$ cat src/rtl/plic_claim_ctrl.sv
// Claim/complete sequencer for one PLIC target: claims the pending ID over the
// register port, hands it to a consumer, then writes the completion back.
module plic_claim_ctrl #(
    parameter int          NumSrc        = 64,
    parameter logic [31:0] CcAddr        = 32'h0020_0004,
    parameter int          TimeoutCycles = 1024,
    parameter int          HoldoffCycles = 2,
    localparam int         SRCW          = $clog2(NumSrc)
) (
    input  logic            clk_i,
    input  logic            rst_ni,
    input  logic            en_i,
    input  logic            irq_i,
    input  logic [SRCW:0]   irq_id_i,
    output logic            req_o,
    output logic            we_o,
    output logic [31:0]     addr_o,
    output logic [31:0]     wdata_o,
    input  logic            gnt_i,
    input  logic            rvalid_i,
    input  logic [31:0]     rdata_i,
    output logic            id_valid_o,
    output logic [SRCW:0]   id_o,
    input  logic            id_ready_i,
    input  logic            done_i,
    output logic            busy_o,
    output logic            spurious_o,
    output logic            timeout_o,
    output logic [2:0]      dbg_state_o
);

    // Register port: req_o/we_o/addr_o/wdata_o hold steady from the cycle req_o
    // rises until the cycle gnt_i is seen high; the response (rvalid_i) is only
    // consumed in the matching RSP state. Consumer port: id_o is stable while
    // id_valid_o is high and the transfer happens on id_valid_o && id_ready_i.
    localparam logic [2:0] S_IDLE         = 3'd0;
    localparam logic [2:0] S_CLAIM_REQ    = 3'd1;
    localparam logic [2:0] S_CLAIM_RSP    = 3'd2;
    localparam logic [2:0] S_DELIVER      = 3'd3;
    localparam logic [2:0] S_SERVICE      = 3'd4;
    localparam logic [2:0] S_COMPLETE_REQ = 3'd5;
    localparam logic [2:0] S_COMPLETE_RSP = 3'd6;
    localparam logic [2:0] S_HOLDOFF      = 3'd7;

    localparam logic [15:0] ToLast  = 16'(TimeoutCycles - 1);
    localparam logic [15:0] HoLast  = 16'(HoldoffCycles - 1);

    logic [2:0]    state_q, state_d;
    logic [15:0]   cnt_q, cnt_d;
    logic [SRCW:0] id_q, id_d;
    logic [31:0]   wdata_q, wdata_d;
    logic          req_q, req_d;
    logic          we_q, we_d;
    logic          id_valid_q, id_valid_d;
    logic          busy_q, busy_d;
    logic          spurious_q, spurious_d;
    logic          timeout_q, timeout_d;

    // irq_id_i is informational; the claim read result is authoritative.
    logic unused_irq_id;
    assign unused_irq_id = ^irq_id_i;

    always_comb begin
        state_d    = state_q;
        cnt_d      = cnt_q;
        id_d       = id_q;
        wdata_d    = wdata_q;
        spurious_d = 1'b0;
        timeout_d  = 1'b0;
        case (state_q)
            S_IDLE: if (irq_i && en_i) state_d = S_CLAIM_REQ;
            S_CLAIM_REQ: if (gnt_i) state_d = S_CLAIM_RSP;
            S_CLAIM_RSP: begin
                if (rvalid_i) begin
                    id_d = rdata_i[SRCW:0];
                    if (rdata_i[SRCW:0] == '0) begin
                        spurious_d = 1'b1;
                        state_d    = S_HOLDOFF;
                        cnt_d      = '0;
                    end else begin
                        state_d = S_DELIVER;
                    end
                end
            end
            S_DELIVER: begin
                if (id_ready_i) begin
                    state_d = S_SERVICE;
                    cnt_d   = '0;
                end
            end
            S_SERVICE: begin
                // done_i takes priority over a timeout landing on the same cycle.
                if (done_i) begin
                    state_d = S_COMPLETE_REQ;
                end else if (cnt_q == ToLast) begin
                    timeout_d = 1'b1;
                    state_d   = S_COMPLETE_REQ;
                end else if (cnt_q != 16'hFFFF) begin
                    cnt_d = cnt_q + 16'd1;
                end
            end
            S_COMPLETE_REQ: if (gnt_i) state_d = S_COMPLETE_RSP;
            S_COMPLETE_RSP: begin
                if (rvalid_i) begin
                    state_d = S_HOLDOFF;
                    cnt_d   = '0;
                end
            end
            S_HOLDOFF: begin
                if (cnt_q >= HoLast) state_d = S_IDLE;
                else                 cnt_d   = cnt_q + 16'd1;
            end
            default: state_d = S_IDLE;
        endcase

        // Outputs are decoded from the next state so they come straight off flops.
        if (state_d == S_COMPLETE_REQ) wdata_d = {{(31 - SRCW){1'b0}}, id_q};
        req_d      = (state_d == S_CLAIM_REQ) || (state_d == S_COMPLETE_REQ);
        we_d       = (state_d == S_COMPLETE_REQ);
        id_valid_d = (state_d == S_DELIVER);
        busy_d     = (state_d != S_IDLE);
    end

    always_ff @(posedge clk_i or negedge rst_ni) begin
        if (!rst_ni) begin
            state_q    <= S_IDLE;
            cnt_q      <= '0;
            id_q       <= '0;
            wdata_q    <= '0;
            req_q      <= 1'b0;
            we_q       <= 1'b0;
            id_valid_q <= 1'b0;
            busy_q     <= 1'b0;
            spurious_q <= 1'b0;
            timeout_q  <= 1'b0;
        end else begin
            state_q    <= state_d;
            cnt_q      <= cnt_d;
            id_q       <= id_d;
            wdata_q    <= wdata_d;
            req_q      <= req_d;
            we_q       <= we_d;
            id_valid_q <= id_valid_d;
            busy_q     <= busy_d;
            spurious_q <= spurious_d;
            timeout_q  <= timeout_d;
        end
    end

    assign req_o       = req_q;
    assign we_o        = we_q;
    assign addr_o      = CcAddr;
    assign wdata_o     = wdata_q;
    assign id_valid_o  = id_valid_q;
    assign id_o        = id_q;
    assign busy_o      = busy_q;
    assign spurious_o  = spurious_q;
    assign timeout_o   = timeout_q;
    assign dbg_state_o = state_q;

endmodule

$ cat config.mk
export PLATFORM = sky130hd
export DESIGN_NAME = plic_claim_ctrl
export DESIGN_NICKNAME = d
export VERILOG_FILES = /design/src/rtl/plic_claim_ctrl.sv
export SDC_FILE = /design/constraint.sdc
export NUM_CORES = 1
export LEC_CHECK = 0
export CORE_ASPECT_RATIO = 1.4
export CORE_UTILIZATION = 37
export DETAILED_ROUTE_END_ITERATION = 12
export PLACE_DENSITY = 0.78
export SLEW_MARGIN = 20
export SYNTH_ARGS = -nofsm -noshare
export SYNTH_HDL_FRONTEND = slang
export SYNTH_SLANG_ARGS = --single-unit
$ cat constraint.sdc
create_clock -name clk_i -period 2.1 [get_ports clk_i]
set_input_delay 0.21 -clock clk_i [delete_from_list [all_inputs] [get_ports clk_i]]
set_output_delay 0.21 -clock clk_i [all_outputs]
set_load 0.05 [all_outputs]
==> results.cfg <==
[status]
status = complete, but fails checks
failed_checks = setup timing

[power_and_ir_drop]
p_leak_nw = 1.63
p_per_area_nw_per_um2 = 1440
ir_drop_uv = 886

[drt]
vias_per_cell = 4.68
drt_iter0_drc = 50
antenna_left = 0
drc = 0
wl_per_cell_um = 13.4
vias = 2036
routed_wl_mm = 5.85
dr.pass1.iters = 4

[critical_path]
cp_slowest_stage_delay_ns = 0.41
crit_family = compound AO/OA/AOI/OAI gates
endpoint_kind = flip-flop
critPathMaxFanout = 4
cp.arrival_ns = 2.39
crit_buf_inv = 1
startpoint_type = flip-flop
path_cells = nor4_2 -> buf_4 -> nand4_2 -> a211o_4 -> or2_4 -> o41ai_2 -> a21oi_1
crit_required_ns = 2.27
crit_path_top_delay_cell = dfrtp_1
setup.worst_path.class = flip-flop to flip-flop

[sta]
tightest_slew_ns = 0.646
fin_crit_ns = 2.22
finalWorstSetupSlack_ns = -0.116
relSlewSlack_pct = 56.9
max_freq_mhz = 451
worst_hold_slack_ns = 0.484
hold_viol_final = 0
clock-skew-final_ns = 0.00433
setup_viol = 14
maxSlewViolCount = 0
rsz0062_at_grt = true
fin_crit_sh_pct = 106

[yosys]
synthAdderAreaFrac_pct = 1.46
ys_warn_count = 0
synth_top_area_cell = dfrtp_1
ys_ff_latch = 39
synth_top_area_share_pct = 38.0
ys.flop_type = dfrtp_1
synth-edff-count = 0
synth.area.top_cells = dfrtp_1 (38%), buf_4 (18%), mux2_2 (6.1%)
synth_top_family_by_area = simple AND/OR/NAND/NOR gates
syn_area_um2 = 2560
ys_types = 51
postSynthCellCount = 253
synth_async_sr_flop_share_pct = 100
yosys.area_share.simple_pct = 21.6
seq_area_frac_synth_pct = 38.0
synth_compound_area_share_pct = 9.07
muxShareOfSynthArea_pct = 7.71
syn_avg_cell_area_um2 = 10.1
synth_xor_area_share_pct = 1.02

[flow_run]
cap_violations = 0

[global_route]
track_usage_pct = 16.5
grt_overflow = 0
grt_pass1_wl_mm = 9.27
first_global_vias = 2006
antenna_found_initial = 0
grt_max_degree = 30

[placement]
dp_worst_setup_slack_ns = -0.356
gp_congestion = 0.880
place_area_um2 = 3110
dp_hpwl_mm = 4.05
io_buffers = 37

[clock_tree]
cts.clk_slew.worst_paths_ns = 0.08
cts_sinks = 39
tritoncts = yes
clk_latency_ns = 0.29
tritoncts.num_buffers = 5
cts_max_path_buffers = 2
cts-root-buf = clkbuf_8
cts_htree_levels = 2

[floorplanning]
rows = 35
die-area_um2 = 7270
io_pins = 127
dieWidth_um = 72.4
start_util_pct = 38.5
die_y_um = 101
coreArea_um2 = 6660

[layout]
design_area_um2 = 3440
diodes = 0
drive_above_1_share_pct = 34.7
area_growth_syn_to_layout_pct = 34.3
final_util_pct = 51.7
fillers = 580
fin_nets = 392

[min_path]
hold_class = input pin to asynchronous set/reset pin
-- cells by family after synthesis --
group | Yosys count
AOI/OAI and AO/OA | 28
xor gates and xnor gates | 3
adders and majority gates | 3
buffers and inverters | 74
DFF | 39
muxes | 18
other | 2
and+or+nand+nor | 86
-- stage by stage --
stage               instances  power [mW]  setup TNS (ns)
floorplan                 308        3.13          -0.192
global route              435        5.20           -2.10
CTS                       429        4.80          -0.289
detailed placement        413        4.03           -5.21
global placement          413        3.98           -4.43
finish                    435        4.95          -0.550
-- cell type report --
type / instances / area (µm²) / share of cell area (%)
multi-input combinational: 195 / 1380 / 40.1
sequential: 39 / 980 / 28.4
timing repair buffer: 94 / 857 / 24.9
tap: 92 / 115 / 3.34
clock buffer: 5 / 68.8 / 2.00
inverter: 7 / 26.3 / 0.763
clock inverter: 3 / 15.0 / 0.436
-- power breakdown --
group	switching [mW]	internal (mW)	leakage (nW)
registers	0.155	0.967	0.501
clock network	0.272	0.227	0.0477
logic	1.92	1.41	1.09
total	2.35	2.61	1.63
-- layout by cell type (no fill, tap or decap), drive strengths merged, types with 2 or more instances in the layout --
master | netlist | layout
a2111oi | 2 | 2
ha | 3 | 3
a31oi | 4 | 4
mux2i | 4 | 4
or2 | 2 | 2
clkinv | 0 | 3
or3b | 2 | 2
nand2 | 20 | 20
nand3 | 3 | 3
clkbuf | 2 | 5
a211o | 3 | 3
nand4 | 6 | 6
a31o | 2 | 2
a21oi | 5 | 5
nor2 | 17 | 17
nand2b | 3 | 3
o21ai | 3 | 3
nor3 | 7 | 7
and4 | 3 | 3
buf | 65 | 57
nor4 | 9 | 9
inv | 7 | 7
mux2 | 14 | 14
a41o | 5 | 5
xnor2 | 3 | 3
dfrtp | 39 | 39
nor3b | 4 | 4
and3 | 6 | 6
conb | 2 | 57
clkdlybuf4s50 | 0 | 36
-- flip-flops by register name, summed over array words and instances, names as in the netlist --
register and cells:
cnt_q 16, id_o 7, wdata_o 7, dbg_state_o 3
busy_o 1, id_valid_o 1, req_o 1, spurious_o 1
timeout_o 1, we_o 1
-- what timing repair did --
item | CTS | global route
endpoints found under the hold margin | 28 | 0
gates cloned | 1 | 0
endpoints found under the setup margin | 21 | 17
hold buffers | 1 | 0
pin swaps | 12 | 7
buffers inserted | 6 | 6
resized for setup | 13 | 12
-- worst register-to-register path, stage by stage, from the launching register on --
cell     delay [ns]
dfrtp_1        0.41
nor4_2         0.31
buf_4          0.17
nand4_2        0.12
a211o_4        0.41
or2_4          0.27
o41ai_2        0.29
a21oi_1        0.12
-- cells in the mapped netlist, drive strengths merged (4+ instances only) --
library cell and n:
buf 65, dfrtp 39, nand2 20, nor2 17
mux2 14, nor4 9, inv 7, nor3 7
and3 6, nand4 6, a21oi 5, a41o 5
a31oi 4, mux2i 4, nor3b 4
-- path summary, 6_finish.rpt --
kind / startpoint / to / slack [ns] / cells after the start
min reg2reg: wdata_o[3] / wdata_o[3] / 0.51 / 1
max reg2reg: cnt_q[8] / cnt_q[15] / -0.12 / 7
min: rst_ni / wdata_o[1] / 0.48 / 2
min in group clk_i: wdata_o[3] / wdata_o[3] / 0.51 / 1
max: cnt_q[8] / cnt_q[15] / -0.12 / 7
max in group asynchronous: rst_ni / cnt_q[15] / 1.01 / 3
-- layer usage --
| metal | share of wire (%) | track usage [%] | wire length, µm |
|---|---|---|---|
| met1 | 38 | 17.3 | 2230 |
| met2 | 54 | 30.6 | 3160 |
| met3 | 5.3 | 3.20 | 308 |
| met4 | 2.4 | 8.75 | 142 |
| met5 | 0 | 0 | 0 |
No activity file was read; power rests on OpenSTA's default activity.
